### config.mk
export PLATFORM = sky130hd
export DESIGN_NAME = argmax_classifier
export DESIGN_NICKNAME = d
export VERILOG_FILES = /design/src/rtl/nn_pkg.sv /design/src/rtl/argmax_cmp.sv /design/src/rtl/argmax_classifier.sv
export SDC_FILE = /design/constraint.sdc
export NUM_CORES = 1
export LEC_CHECK = 0
export ABC_AREA = 0
export CAP_MARGIN = 20
export CELL_PAD_IN_SITES_DETAIL_PLACEMENT = 1
export CELL_PAD_IN_SITES_GLOBAL_PLACEMENT = 1
export CORE_MARGIN = 10
export CORE_UTILIZATION = 35
export CTS_BUF_LIST = sky130_fd_sc_hd__clkbuf_4
export DETAILED_ROUTE_END_ITERATION = 10
export PLACE_DENSITY = 0.73
export SYNTH_ARGS = -nofsm -noshare
export SYNTH_HDL_FRONTEND = slang
export SYNTH_SLANG_ARGS = --single-unit
### constraint.sdc
create_clock -name clk -period 2.8 [get_ports clk]
set_clock_uncertainty 0.2 [all_clocks]
set_input_delay 0.28 -clock clk [delete_from_list [all_inputs] [get_ports clk]]
set_output_delay 0.28 -clock clk [all_outputs]
set_load 0.005 [all_outputs]
### src/rtl/nn_pkg.sv
// Shared types and defaults for the output-layer neural network blocks.
package nn_pkg;

    localparam int DATA_SIZE           = 32;
    localparam int NUM_CLASSES_DEFAULT = 10;

    typedef logic [2*DATA_SIZE-1:0] result_t;

    typedef enum logic {
        COLLECT,
        DONE
    } argmax_state_e;

endpackage

### src/rtl/argmax_cmp.sv
// Strict greater-than compare of a candidate score against the running max.
// ARGMAX_SIGNED_EN selects two's-complement compare; default is unsigned.
module argmax_cmp #(
    parameter int W = 64
) (
    input  logic [W-1:0] cand_i,
    input  logic [W-1:0] max_i,
    output logic         gt_o
);

`ifdef ARGMAX_SIGNED_EN
    assign gt_o = $signed(cand_i) > $signed(max_i);
`else
    assign gt_o = cand_i > max_i;
`endif

endmodule

### src/rtl/argmax_classifier.sv
// Running argmax over one neuron result per class; emits winner on valid/ready.
// ARGMAX_SIGNED_EN switches the score compare to signed (see argmax_cmp).
module argmax_classifier
    import nn_pkg::*;
#(
    parameter int data_size   = nn_pkg::DATA_SIZE,
    parameter int NUM_CLASSES = nn_pkg::NUM_CLASSES_DEFAULT,
    localparam int IDX_W      = $clog2(NUM_CLASSES)
) (
    input  logic                   clk,
    input  logic                   rst,
    input  logic                   in_valid,
    output logic                   in_ready,
    input  logic [2*data_size-1:0] in_data,
    output logic                   out_valid,
    input  logic                   out_ready,
    output logic [IDX_W-1:0]       out_class,
    output logic [2*data_size-1:0] out_score,
    output logic                   busy
);

    localparam int RW = 2*data_size;
    localparam logic [IDX_W-1:0] LAST = IDX_W'(NUM_CLASSES-1);

    argmax_state_e    state_q, state_d;
    logic [IDX_W-1:0] cnt_q, cnt_d;
    logic [RW-1:0]    max_score_q, max_score_d;
    logic [IDX_W-1:0] max_idx_q, max_idx_d;
    logic [IDX_W-1:0] out_class_q, out_class_d;
    logic [RW-1:0]    out_score_q, out_score_d;
    logic             busy_q, busy_d;

    logic             gt;
    logic             accept;
    logic             take_new;
    logic [RW-1:0]    new_score;
    logic [IDX_W-1:0] new_idx;

    argmax_cmp #(
        .W(RW)
    ) u_cmp (
        .cand_i(in_data),
        .max_i (max_score_q),
        .gt_o  (gt)
    );

    assign in_ready  = (state_q == COLLECT);
    assign out_valid = (state_q == DONE);
    assign out_class = out_class_q;
    assign out_score = out_score_q;
    assign busy      = busy_q;

    assign accept = in_valid & in_ready;

    // Class 0 always seeds the max; later classes replace only on strict win.
    assign take_new  = (cnt_q == '0) || gt;
    assign new_score = take_new ? in_data : max_score_q;
    assign new_idx   = take_new ? cnt_q : max_idx_q;

    always_comb begin
        state_d     = state_q;
        cnt_d       = cnt_q;
        max_score_d = max_score_q;
        max_idx_d   = max_idx_q;
        out_class_d = out_class_q;
        out_score_d = out_score_q;
        busy_d      = busy_q;
        unique case (state_q)
            COLLECT: begin
                if (accept) begin
                    busy_d      = 1'b1;
                    max_score_d = new_score;
                    max_idx_d   = new_idx;
                    if (cnt_q == LAST) begin
                        cnt_d       = '0;
                        state_d     = DONE;
                        out_score_d = new_score;
                        out_class_d = new_idx;
                    end else begin
                        cnt_d = cnt_q + 1'b1;
                    end
                end
            end
            DONE: begin
                if (out_ready) begin
                    state_d = COLLECT;
                    busy_d  = 1'b0;
                end
            end
        endcase
    end

    always_ff @(posedge clk or negedge rst) begin
        if (!rst) begin
            state_q     <= COLLECT;
            cnt_q       <= '0;
            max_score_q <= '0;
            max_idx_q   <= '0;
            out_class_q <= '0;
            out_score_q <= '0;
            busy_q      <= 1'b0;
        end else begin
            state_q     <= state_d;
            cnt_q       <= cnt_d;
            max_score_q <= max_score_d;
            max_idx_q   <= max_idx_d;
            out_class_q <= out_class_d;
            out_score_q <= out_score_d;
            busy_q      <= busy_d;
        end
    end

endmodule
Yosys cells after proc, flatten, opt, wreduce, memory -nomap -nowiden
Index checks and enable logic that the tools add are counted.
Operators by class
  add/subtract/negate cells: 1
  magnitude comparators: 1
  equality and inequality tests: 3
  muxes and demuxes: 10
  bitwise gates (word level): 2
  reductions and logical operators: 5
Operators by type and width (number)
  64-bit > comparator: 1
  64-bit 2-to-1 mux: 1
  4-bit 2-to-1 mux: 2
  1-bit 2-to-1 mux: 5
  4-bit by 1-bit adder with 4-bit output (second input constant): 1
  4-bit equality test (second input constant): 1
  4-bit zero test: 1
  1-bit case mux with 2 select lines: 2
  2-bit AND reduction: 2
  3-bit AND reduction: 1
  2-bit by 1-bit inequality test with 1-bit output (second input constant): 1
  2-bit inequality test (second input constant): 1
  1-bit AND: 1
  1-bit logical OR: 1
  1-bit NOT: 1
Storage, ports and cells
  bits in registers: 142
  output and inout port bits: 71
  logic and storage cells: 29

Depth between registers and ports, before layout
Gate-level depths: netlist of run 1.
  depth in word-level cells: 4
  mapped depth: 12
  depth with buffers taken out: 10

Hierarchy
A second synthesis of run 1 with hierarchy kept.
Second synthesis, totals
  cells, all modules: 793
  area, all modules: 8075.2 um^2
By module, submodules not included
  argmax_classifier: instances 1, cells each 562, area each 6444.9 um^2, seq. area each 3553.4 um^2
  argmax_cmp: instances 1, cells each 231, area each 1630.3 um^2, seq. area each 0.0 um^2

Worst setup path after synthesis of run 1
No wires, ideal clock.
  path type: register -> register
  from: register max_score_q[30]
  to: register max_score_q[25]
  arrival time: 2749 ps
  data required time: 2473 ps
  setup slack: -276 ps
  cell stages (with the launch flop): 13
  path through: dfrtp_1 -> inv_1 -> ha_1 -> a21oi_1 -> nand2_1 -> a221o_1 -> a311o_1 -> a2111oi_2 -> a21oi_2 -> o21ai_2 -> buf_4 -> buf_6 -> mux2_1
Between the ends
  cells in the longest elaborated chain, start to end: 3
Ends and longest elaborated chain
  start, declared: line argmax_classifier.sv:27  | logic [RW-1:0] max_score_q, max_score_d;
  start signal, assigned: line argmax_classifier.sv:105  | max_score_q <= max_score_d;
  64-bit > comparator: line argmax_cmp.sv:14  | assign gt_o = cand_i > max_i;
  1-bit logical OR: line argmax_classifier.sv:56  | assign take_new = (cnt_q == '0) || gt;
  64-bit 2-to-1 mux: line argmax_classifier.sv:57  | assign new_score = take_new ? in_data : max_score_q;
Every way passes these cells.
A chain may end at the register's enable or synchronous reset.

Final worst setup path of run 1
  from: register max_score_q[31]
  to: register out_score_q[42] (netlist: out_score[42])
Between the ends
  cells in the longest elaborated chain, start to end: 3
Ends and longest elaborated chain
  64-bit > comparator: line argmax_cmp.sv:14
  1-bit logical OR: line argmax_classifier.sv:56
  64-bit 2-to-1 mux: line argmax_classifier.sv:57
  end signal, assigned: line argmax_classifier.sv:108  | out_score_q <= out_score_d;
  end, declared: line argmax_classifier.sv:30  | logic [RW-1:0] out_score_q, out_score_d;
Every way passes these cells.

==> results of run 1 <==
## per-stage QoR
step / hold WS (ns) / cells / power (mW)
detailed placement: 0.0826 / 1147 / 9.96
floorplan: -0.216 / 651 / 6.80
global placement: 0.0736 / 1147 / 9.55
CTS: 0.0331 / 1200 / 12.0
global route: 0.0312 / 1230 / 14.0
finish: 0.00711 / 1230 / 13.1
## critical path, delay by kind of cell, from the launching register on
family / cells / cell delay (ns)
and+or+nand+nor: 5 / 1.26
adders and majority gates: 1 / 0.27
AOI/OAI and AO/OA: 2 / 0.25
buffers and inverters: 6 / 0.90
DFF: 1 / 0.38
## placed cells by master, fill, tap and decap left out, drive strengths merged, types with 17 or more instances in the layout
cell           instances
nand4                 17
a21oi                 26
nand2                 22
inv                   71
clkbuf                26
o32a                  66
o21a                  65
dfrtp                142
mux2                  64
clkdlybuf4s50        137
ha                    64
buf                  162
## cell families after synthesis
logic type / count (synthesis)
DFF: 142
muxes: 64
adders and majority gates: 64
AOI/OAI and AO/OA: 195
xor gates and xnor gates: 2
buffers and inverters: 106
and+or+nand+nor: 78
## layout make-up
type	instances	area, sq um
Inverter	70	263
Clock buffer	17	128
Timing Repair Buffer	309	3220
Multi-Input combinational cell	403	3930
Tap cell	275	344
Clock inverter	14	150
Fill cell	2172	9430
Sequential cell	142	3550
## routing by layer
layer | up-vias | share of wire | GRT usage
met5 | - | 0 | 0
met4 | 0 | 0.021 | 0.0527
met3 | 44 | 0.053 | 0.0542
met2 | 208 | 0.51 | 0.324
met1 | 3472 | 0.41 | 0.212
li1 | 3013 | - | -
## state kept, by name, indices dropped and copies added (netlist names)
signal,count
max_idx_q,4
out_score,64
busy,1
cnt_q,4
out_class,4
max_score_q,64
out_valid,1
## power by group
part | leakage (nW) | internal, mW | switching, mW
combinational | 3.50 | 4.66 | 3.23
sequential | 1.66 | 3.09 | 0.773
clock | 0.143 | 0.598 | 0.795
total | 5.31 | 8.35 | 4.79
## what timing repair did
action,4_1_cts,5_1_grt
setup endpoints to repair,136,136
cloned,6,12
hold buffers,1,0
buffers inserted,17,24
pin swaps,20,45
hold endpoints to repair,141,0
gates resized for setup,64,51
## worst max-delay path by stage
stage	start	endpoint	slack, ns	cells past startpoint
2_1_floorplan	max_score_q[25]	max_score_q[25]	-0.09	12
3_3_place_gp	in_data[30]	out_score[63]	-0.84	12
3_5_place_dp	in_data[39]	max_idx_q[3]	-0.98	11
4_1_cts	max_score_q[49]	max_score_q[38]	-0.42	13
5_1_grt	max_score_q[29]	max_score_q[61]	-0.68	13
6_report	max_score_q[31]	out_score[42]	-0.55	14
==> run_results.csv, run 1 <==
group,metric,value,unit
sta,finalSetupTns,-65.03,ns
synth,synthMuxAreaShare,0.0963,
run_status,violations,"negative setup slack",
worst_setup_path,reg2reg_from,"max_score_q[31]",
clock_tree,cts_buffer_depth,2,
routing,drt_iter0_drc,372,
worst_setup_path,end_kind,"register",
finish,diodes,0,
routing,drt-total-wl,29.0,mm
global_route,grt_pass1_wl,41.4,mm
synth,synth.most_common_cell,"dfrtp_1",
sta,setup_viol_count_final,136,
placed_design,gp_congestion,0.818,
floorplanning,die-area,27600,sq um
synth,yosysWarningCount,0,
worst_setup_path,worstReg2RegEnd,"out_score[42]",
global_route,grt_pass1_vias,7499,
finish,final_area,11600,sq um
placed_design,place_area,10100,sq um
worst_setup_path,reg2regPathDepth,14,
synth,synth_top_family_by_area,"compound AO/OA/AOI/OAI gates",
finish,post-route-util,0.551,
sta,period_share,1.20,
worst_setup_path,start_kind,"register",
finish,syn2layout_area_growth,54.9,%
synth,synthTopCellsByArea,"dfrtp_1, ha_1, o32a_1",
finish,finalNetCount,1075,
placed_design,hpwl,17.2,mm
run_status,status,"finished with violations",
floorplanning,core.rowCount,53,
placed_design,pre_cts_slack,-0.979,ns
floorplanning,coreArea,21000,sq um
worst_setup_path,critPathMaxFanout,7,
synth,ys_seq_area_frac,0.475,
routing,vias,6737,
clock_tree,cts_max_level,4,
sta,rsz0062_at_grt,"yes",
synth,synth_edf_count,0,
worst_setup_path,critical-path-max-stage-delay,0.39,ns
synth,synth_top_area_cell,"dfrtp_1",
synth,synth_flop_cell,"dfrtp_1",
synth,syn-num-nets,783,
synth,syn_area,7480,sq um
global_route,track_usage,0.184,
synth,synth_seq_cells,142,
routing,wire_per_inst,23.6,um
synth,synth_simple_gate_area_frac,0.0517,
worst_setup_path,cp_cell_sequence,"inv_1 -> ha_4 -> nand4_1 -> buf_4 -> nor4_4 -> nand4_1 -> buf_4 -> or3_4 -> nor2_4 -> a21oi_4 -> buf_12 -> buf_6 -> buf_16 -> o21a_1",
synth,synth.top_cells.by_count,"dfrtp_1, inv_1, o32a_1, o21a_1, ha_1",
worst_setup_path,arrival,3.62,ns
routing,drc,0,
sta,tightest_slew,0.865,ns
clock_tree,root_buffer,"clkbuf_4",
synth,synthAdderAreaFrac,0.107,
sta,clock.fmax,298,MHz
floorplanning,fp.dieH,166,um
synth,synth_top_area_frac,0.475,
worst_setup_path,rrSetupSlack,-0.55,ns
pwr,powerDensity,1130,nW/um^2
routing,dr.pass1.iters,7,
worst_setup_path,worstSetupPathType,"register to register",
routing,via_per_inst,5.48,
floorplanning,fp.dieW,166,um
floorplanning,ios,139,
worst_setup_path,crit_slowest_cell,"or3_4",
clock_tree,clk_latency,0.57,ns
sta,hold_viol_final,0,
sta,max-slew-margin-rel,0.418,
sta,final.setup.worst_slack,-0.551,ns
synth,synthCells,651,
floorplanning,start_util,0.356,
synth,async_flop_share,1.00,
global_route,antenna_found_initial,0,
synth,synth-compound-area-share,0.208,
synth,synth_xor_area_frac,0.00234,
worst_setup_path,cp.required,3.07,ns
clock_tree,cts_tree,"done",
worst_hold_path,hold_path.class,"primary input to asynchronous set/reset pin",
global_route,grt_max_degree,65,
synth,synth_cell_type_count,40,
clock_tree,clk_pin_slew_worst_paths,0.13,ns
global_route,grt-ovfl-total,0,
finish,drive_above_1_share,0.309,
routing,postRouteAntennaNets,0,
flow_run,drv_cap,0,
placed_design,place.port_buffers,138,
pwr,irDropWorstVdd,0.462,mV
clock_tree,cts_buffers,17,
synth,synth.avg_cell_area,11.5,sq um
pwr,p_leak,5.31,nW
sta,finalCriticalPeriod,3.35,ns
clock_tree,cts_num_sinks,142,
sta,finalMaxSlewViolations,0,
No activity file was read; power rests on OpenSTA's default activity.
==> run 2, diff against run 1 <==
- clock period: 2.8 -> 2.75 ns (I/O delays scaled with it)
==> run_results.csv, run 2 (synthesis gave the netlist of run 1 again) <==
group,metric,value,unit
run_status,status,"finished with violations",
run_status,violations,"negative setup slack",
placed_design,hpwl,17.7,mm
floorplanning,fp.dieW,166,um
pwr,combPwrFrac,0.604,
sta,hold_viol_final,0,
global_route,grt_max_degree,68,
pwr,p_int,8.73,mW
worst_setup_path,worstSetupPathType,"register to register",
global_route,grt-ovfl-total,0,
floorplanning,ios,139,
floorplanning,fp.dieH,166,um
routing,wl_met1,12.1,mm
pwr,powerDensity,1160,nW/um^2
flow_run,drv_cap,0,
placed_design,place.port_buffers,138,
routing,routed-wl-met2,15.2,mm
worst_setup_path,start_kind,"register",
sta,max-slew-margin-rel,0.428,
routing,highest_layer,"met4",
sta,rsz0062_at_grt,"yes",
pwr,seq_power_share,0.285,
global_route,grt_pass1_vias,7764,
finish,syn2layout_area_growth,58.7,%
sta,clock.fmax,288,MHz
clock_tree,cts_buffer_depth,2,
clock_tree,cts_max_level,4,
routing,via_per_inst,5.52,
sta,setup_viol_count_final,136,
global_route,antenna_found_initial,2,
placed_design,place_area,10300,sq um
floorplanning,core.rowCount,53,
sta,period_share,1.26,
floorplanning,start_util,0.356,
global_route,track_usage,0.198,
sta,finalCriticalPeriod,3.47,ns
routing,drt-total-wl,30.1,mm
clock_tree,cts_num_sinks,142,
finish,final_area,11900,sq um
worst_setup_path,end_kind,"register",
routing,drt_iter0_drc,366,
worst_setup_path,cp.required,3.01,ns
finish,post-route-util,0.565,
finish,drive_above_1_share,0.322,
clock_tree,clk_latency,0.60,ns
sta,final.setup.worst_slack,-0.718,ns
finish,finalNetCount,1088,
worst_hold_path,hold_path.class,"primary input to asynchronous set/reset pin",
pwr,irDropWorstVdd,0.487,mV
placed_design,pre_cts_slack,-0.921,ns
clock_tree,cts_buffers,17,
worst_setup_path,arrival,3.73,ns
global_route,grt_pass1_wl,44.1,mm
pwr,clkPwrFrac,0.111,
sta,finalMaxSlewViolations,0,
clock_tree,clk_pin_slew_worst_paths,0.16,ns
floorplanning,coreArea,21000,sq um
finish,final_cell_mix,"dfrtp_1, clkdlybuf4s50_1, buf_4, o32a_1, o21a_1",
routing,drc,0,
pwr,power.total,13.8,mW
floorplanning,die-area,27600,sq um
pwr,p_leak,5.44,nW
routing,vias,6877,
pwr,netSwitchingPower,5.07,mW
finish,mostFrequentLayoutCell,"dfrtp_1",
worst_setup_path,critPathMaxFanout,8,
placed_design,gp_congestion,0.823,
pwr,switching_share,0.367,
routing,dr.pass1.iters,5,
sta,tightest_slew,0.849,ns
clock_tree,root_buffer,"clkbuf_4",
clock_tree,cts_tree,"done",
routing,route.met3.wl,1.95,mm
routing,postRouteAntennaNets,0,
routing,wire_per_inst,24.1,um
==> run 2: cell types whose count changed in the layout (fill, tap and decap cells not counted), moves of 3 or more <==
cell / change
clkinv_1: -5
buf_12: +8
buf_16: +3
inv_6: +5
mux2_4: +7
mux2_1: +3
mux2_2: -10
buf_4: +4
==> run 2: through the flow <==
step,instances,setup TNS [ns],hold slack [ns]
after floorplan,651,-11.27,-0.221
final,1246,-87.92,0.0639
after CTS,1234,-50.77,0.0625
after global placement,1160,-106.61,0.119
after global routing,1244,-99.37,0.0584
after detailed placement,1160,-114.77,0.134
==> run 2: final timing paths <==
path,start,cells after the start,end,slack (ns)
min in group clk,out_ready,2,out_valid,0.07
max in group asynchronous,rst,3,max_score_q[34],1.48
setup reg to reg,max_score_q[27],12,max_score_q[31],-0.72
setup / recovery,max_score_q[27],12,max_score_q[31],-0.72
hold reg to reg,out_class[3],2,out_class[3],0.30
hold / removal,rst,2,max_score_q[53],0.06
==> run 2: layout make-up <==
class,instances,area [sq um]
flip-flops and latches,142,3550
fillers,2164,9150
well taps,275,344
multi-input cells,403,3960
diodes,2,5.00
clock inverters,15,184
clock buffers,17,128
inverters,70,263
repair buffers,322,3440
==> run 2: per-layer routing <==
metal	vias to the layer above	global-route usage
li1	3051	-
met1	3519	0.233
met2	247	0.346
met3	60	0.0516
met4	0	0.0557
met5	-	0
==> run 2: repair_timing <==
action                                 CTS  global route
setup endpoints to repair              136           136
gates resized for setup                 61            73
pin swaps                               35            43
endpoints found under the hold margin   65             0
cloned                                  14             8
hold buffers                             1             0
buffers inserted                        27            17
==> run 2: worst max-delay path, stage by stage, from the launching register on <==
cell       delay [ns]
dfrtp_1          0.42
inv_2            0.07
ha_4             0.21
a21oi_2          0.17
o21ai_2          0.09
a221o_1          0.37
a311o_1          0.36
a2111oi_4        0.48
a21oi_4          0.13
o21ai_4          0.18
buf_12           0.17
buf_6            0.16
mux2_1           0.34
==> run 2: power groups by stage <==
stage          sequential [mW]  combinational [mW]  clock, mW
2_1_floorplan             3.78                3.14          0
3_3_place_gp              3.82                6.05          0
3_5_place_dp              3.92                6.40          0
4_1_cts                   3.88                7.48       1.54
5_1_grt                   4.04                8.94       1.65
6_report                  3.93                8.34       1.53
==> run 3, diff against run 2 <==
- CORE_MARGIN: 10 -> 2
==> run_results.csv, run 3 (synthesis gave the netlist of run 1 again) <==
group,metric,value,unit
routing,postRouteAntennaNets,0,
floorplanning,start_util,0.356,
sta,clock.fmax,287,MHz
floorplanning,die-area,22600,sq um
finish,final_area,11900,sq um
placed_design,place.port_buffers,138,
placed_design,place_area,10200,sq um
worst_setup_path,cp.required,3.04,ns
global_route,grtUsageMet2,0.443,
global_route,top_usage_layer,"met2",
finish,finalNetCount,1076,
sta,setup_viol_count_final,136,
sta,finalMaxSlewViolations,0,
sta,finalCriticalPeriod,3.48,ns
worst_setup_path,worstSetupPathType,"register to register",
global_route,met1_usage,0.302,
run_status,violations,"negative setup slack",
routing,drt-total-wl,30.3,mm
finish,instances_no_fill,1233,
finish,post-route-util,0.567,
routing,drc,0,
finish,drive_above_1_share,0.336,
global_route,grt-ovfl-total,0,
worst_setup_path,arrival,3.77,ns
sta,tightest_slew,0.803,ns
global_route,grt_max_degree,71,
placed_design,pre_cts_slack,-0.987,ns
global_route,antenna_found_initial,1,
clock_tree,cts_tree,"done",
floorplanning,coreArea,21000,sq um
routing,drt_iter0_drc,299,
pwr,irDropWorstVdd,0.558,mV
placed_design,gp_congestion,0.797,
clock_tree,cts_buffers,17,
clock_tree,cts_buffer_depth,2,
finish,fillers,2134,
sta,rsz0062_at_grt,"yes",
global_route,track_usage,0.253,
worst_setup_path,end_kind,"register",
worst_setup_path,start_kind,"register",
floorplanning,fp.dieH,150,um
placed_design,place_inst,1150,
worst_hold_path,hold_path.class,"primary input to asynchronous set/reset pin",
global_route,grt_pass1_vias,7636,
clock_tree,clk_pin_slew_worst_paths,0.14,ns
clock_tree,cts_num_sinks,142,
sta,final.setup.worst_slack,-0.730,ns
sta,max-slew-margin-rel,0.460,
worst_setup_path,critPathMaxFanout,8,
floorplanning,fp.dieW,150,um
clock_tree,clk_latency,0.59,ns
sta,period_share,1.27,
sta,hold_ws,0.0331,ns
routing,wire_per_inst,24.6,um
pwr,powerDensity,1200,nW/um^2
run_status,status,"finished with violations",
placed_design,hpwl,16.4,mm
global_route,use_met3,0.0521,
finish,mostFrequentLayoutCell,"dfrtp_1",
pwr,p_leak,5.48,nW
floorplanning,core.rowCount,53,
clock_tree,cts_max_level,4,
routing,vias,6850,
finish,syn2layout_area_growth,59.4,%
flow_run,drv_cap,0,
finish,final_cell_mix,"dfrtp_1, clkdlybuf4s50_1, buf_4, o32a_1, o21a_1",
global_route,grt_pass1_wl,42.8,mm
routing,via_per_inst,5.56,
clock_tree,root_buffer,"clkbuf_4",
routing,dr.pass1.iters,5,
sta,hold_viol_final,0,
floorplanning,ios,139,
## run 3: changes by cell type in the layout (fill, tap and decap cells not counted), sizes merged
cell / change
inv: -3
diode: -1
bufinv: +1
buf: -11
clkbuf: -1
clkinv: +2
## run 3: per-stage QoR
step | total power [mW] | TNS, ns
after floorplan | 6.93 | -11.27
after global placement | 9.73 | -117.45
after detailed placement | 10.2 | -124.88
after CTS | 13.1 | -45.39
after global routing | 15.1 | -94.97
final | 14.3 | -84.65
## run 3: final timing paths
kind / startpoint / end / depth (start not counted) / slack (ns)
max: max_score_q[63] / max_score_q[24] / 13 / -0.73
min: rst / out_score[26] / 3 / 0.03
max reg2reg: max_score_q[63] / max_score_q[24] / 13 / -0.73
min reg2reg: out_class[0] / out_class[0] / 2 / 0.30
max in group asynchronous: rst / out_score[9] / 3 / 1.78
min in group clk: out_ready / out_valid / 2 / 0.08
## run 3: what timing repair did
action / CTS / global route
pin swaps: 37 / 34
gates resized for setup: 84 / 82
hold buffers: 2 / 0
hold endpoints to repair: 142 / 0
endpoints found under the setup margin: 136 / 136
gates cloned: 16 / 7
buffers inserted: 29 / 10
## run 3: worst max-delay path: stages (launching register included)
cell	delay, ns
dfrtp_1	0.43
inv_1	0.14
ha_4	0.22
nand4_1	0.14
buf_4	0.15
buf_4	0.10
o22ai_1	0.12
a311o_1	0.35
a2111oi_4	0.41
a21oi_2	0.14
o21ai_4	0.23
buf_12	0.20
clkbuf_16	0.20
mux2_2	0.34
## run 3: cell type report
type	instances	area, sq um	share of cell area
Antenna cell	1	2.50	0.000210
Clock buffer	17	128	0.0107
Clock inverter	15	193	0.0162
Inverter	70	263	0.0220
Multi-Input combinational cell	403	4100	0.344
Sequential cell	142	3550	0.298
Tap cell	275	344	0.0289
Timing Repair Buffer	310	3340	0.280
## run 3: layer usage
layer  share of wire  vias up
li1                -     3017
met1            0.40     3531
met2            0.52      240
met3           0.051       62
met4           0.036        0
met5               0        -
## run 3: power breakdown
group	internal [mW]	total, mW	switching (mW)
clock network	0.719	1.57	0.855
logic	5.24	8.80	3.57
registers	3.15	3.94	0.795
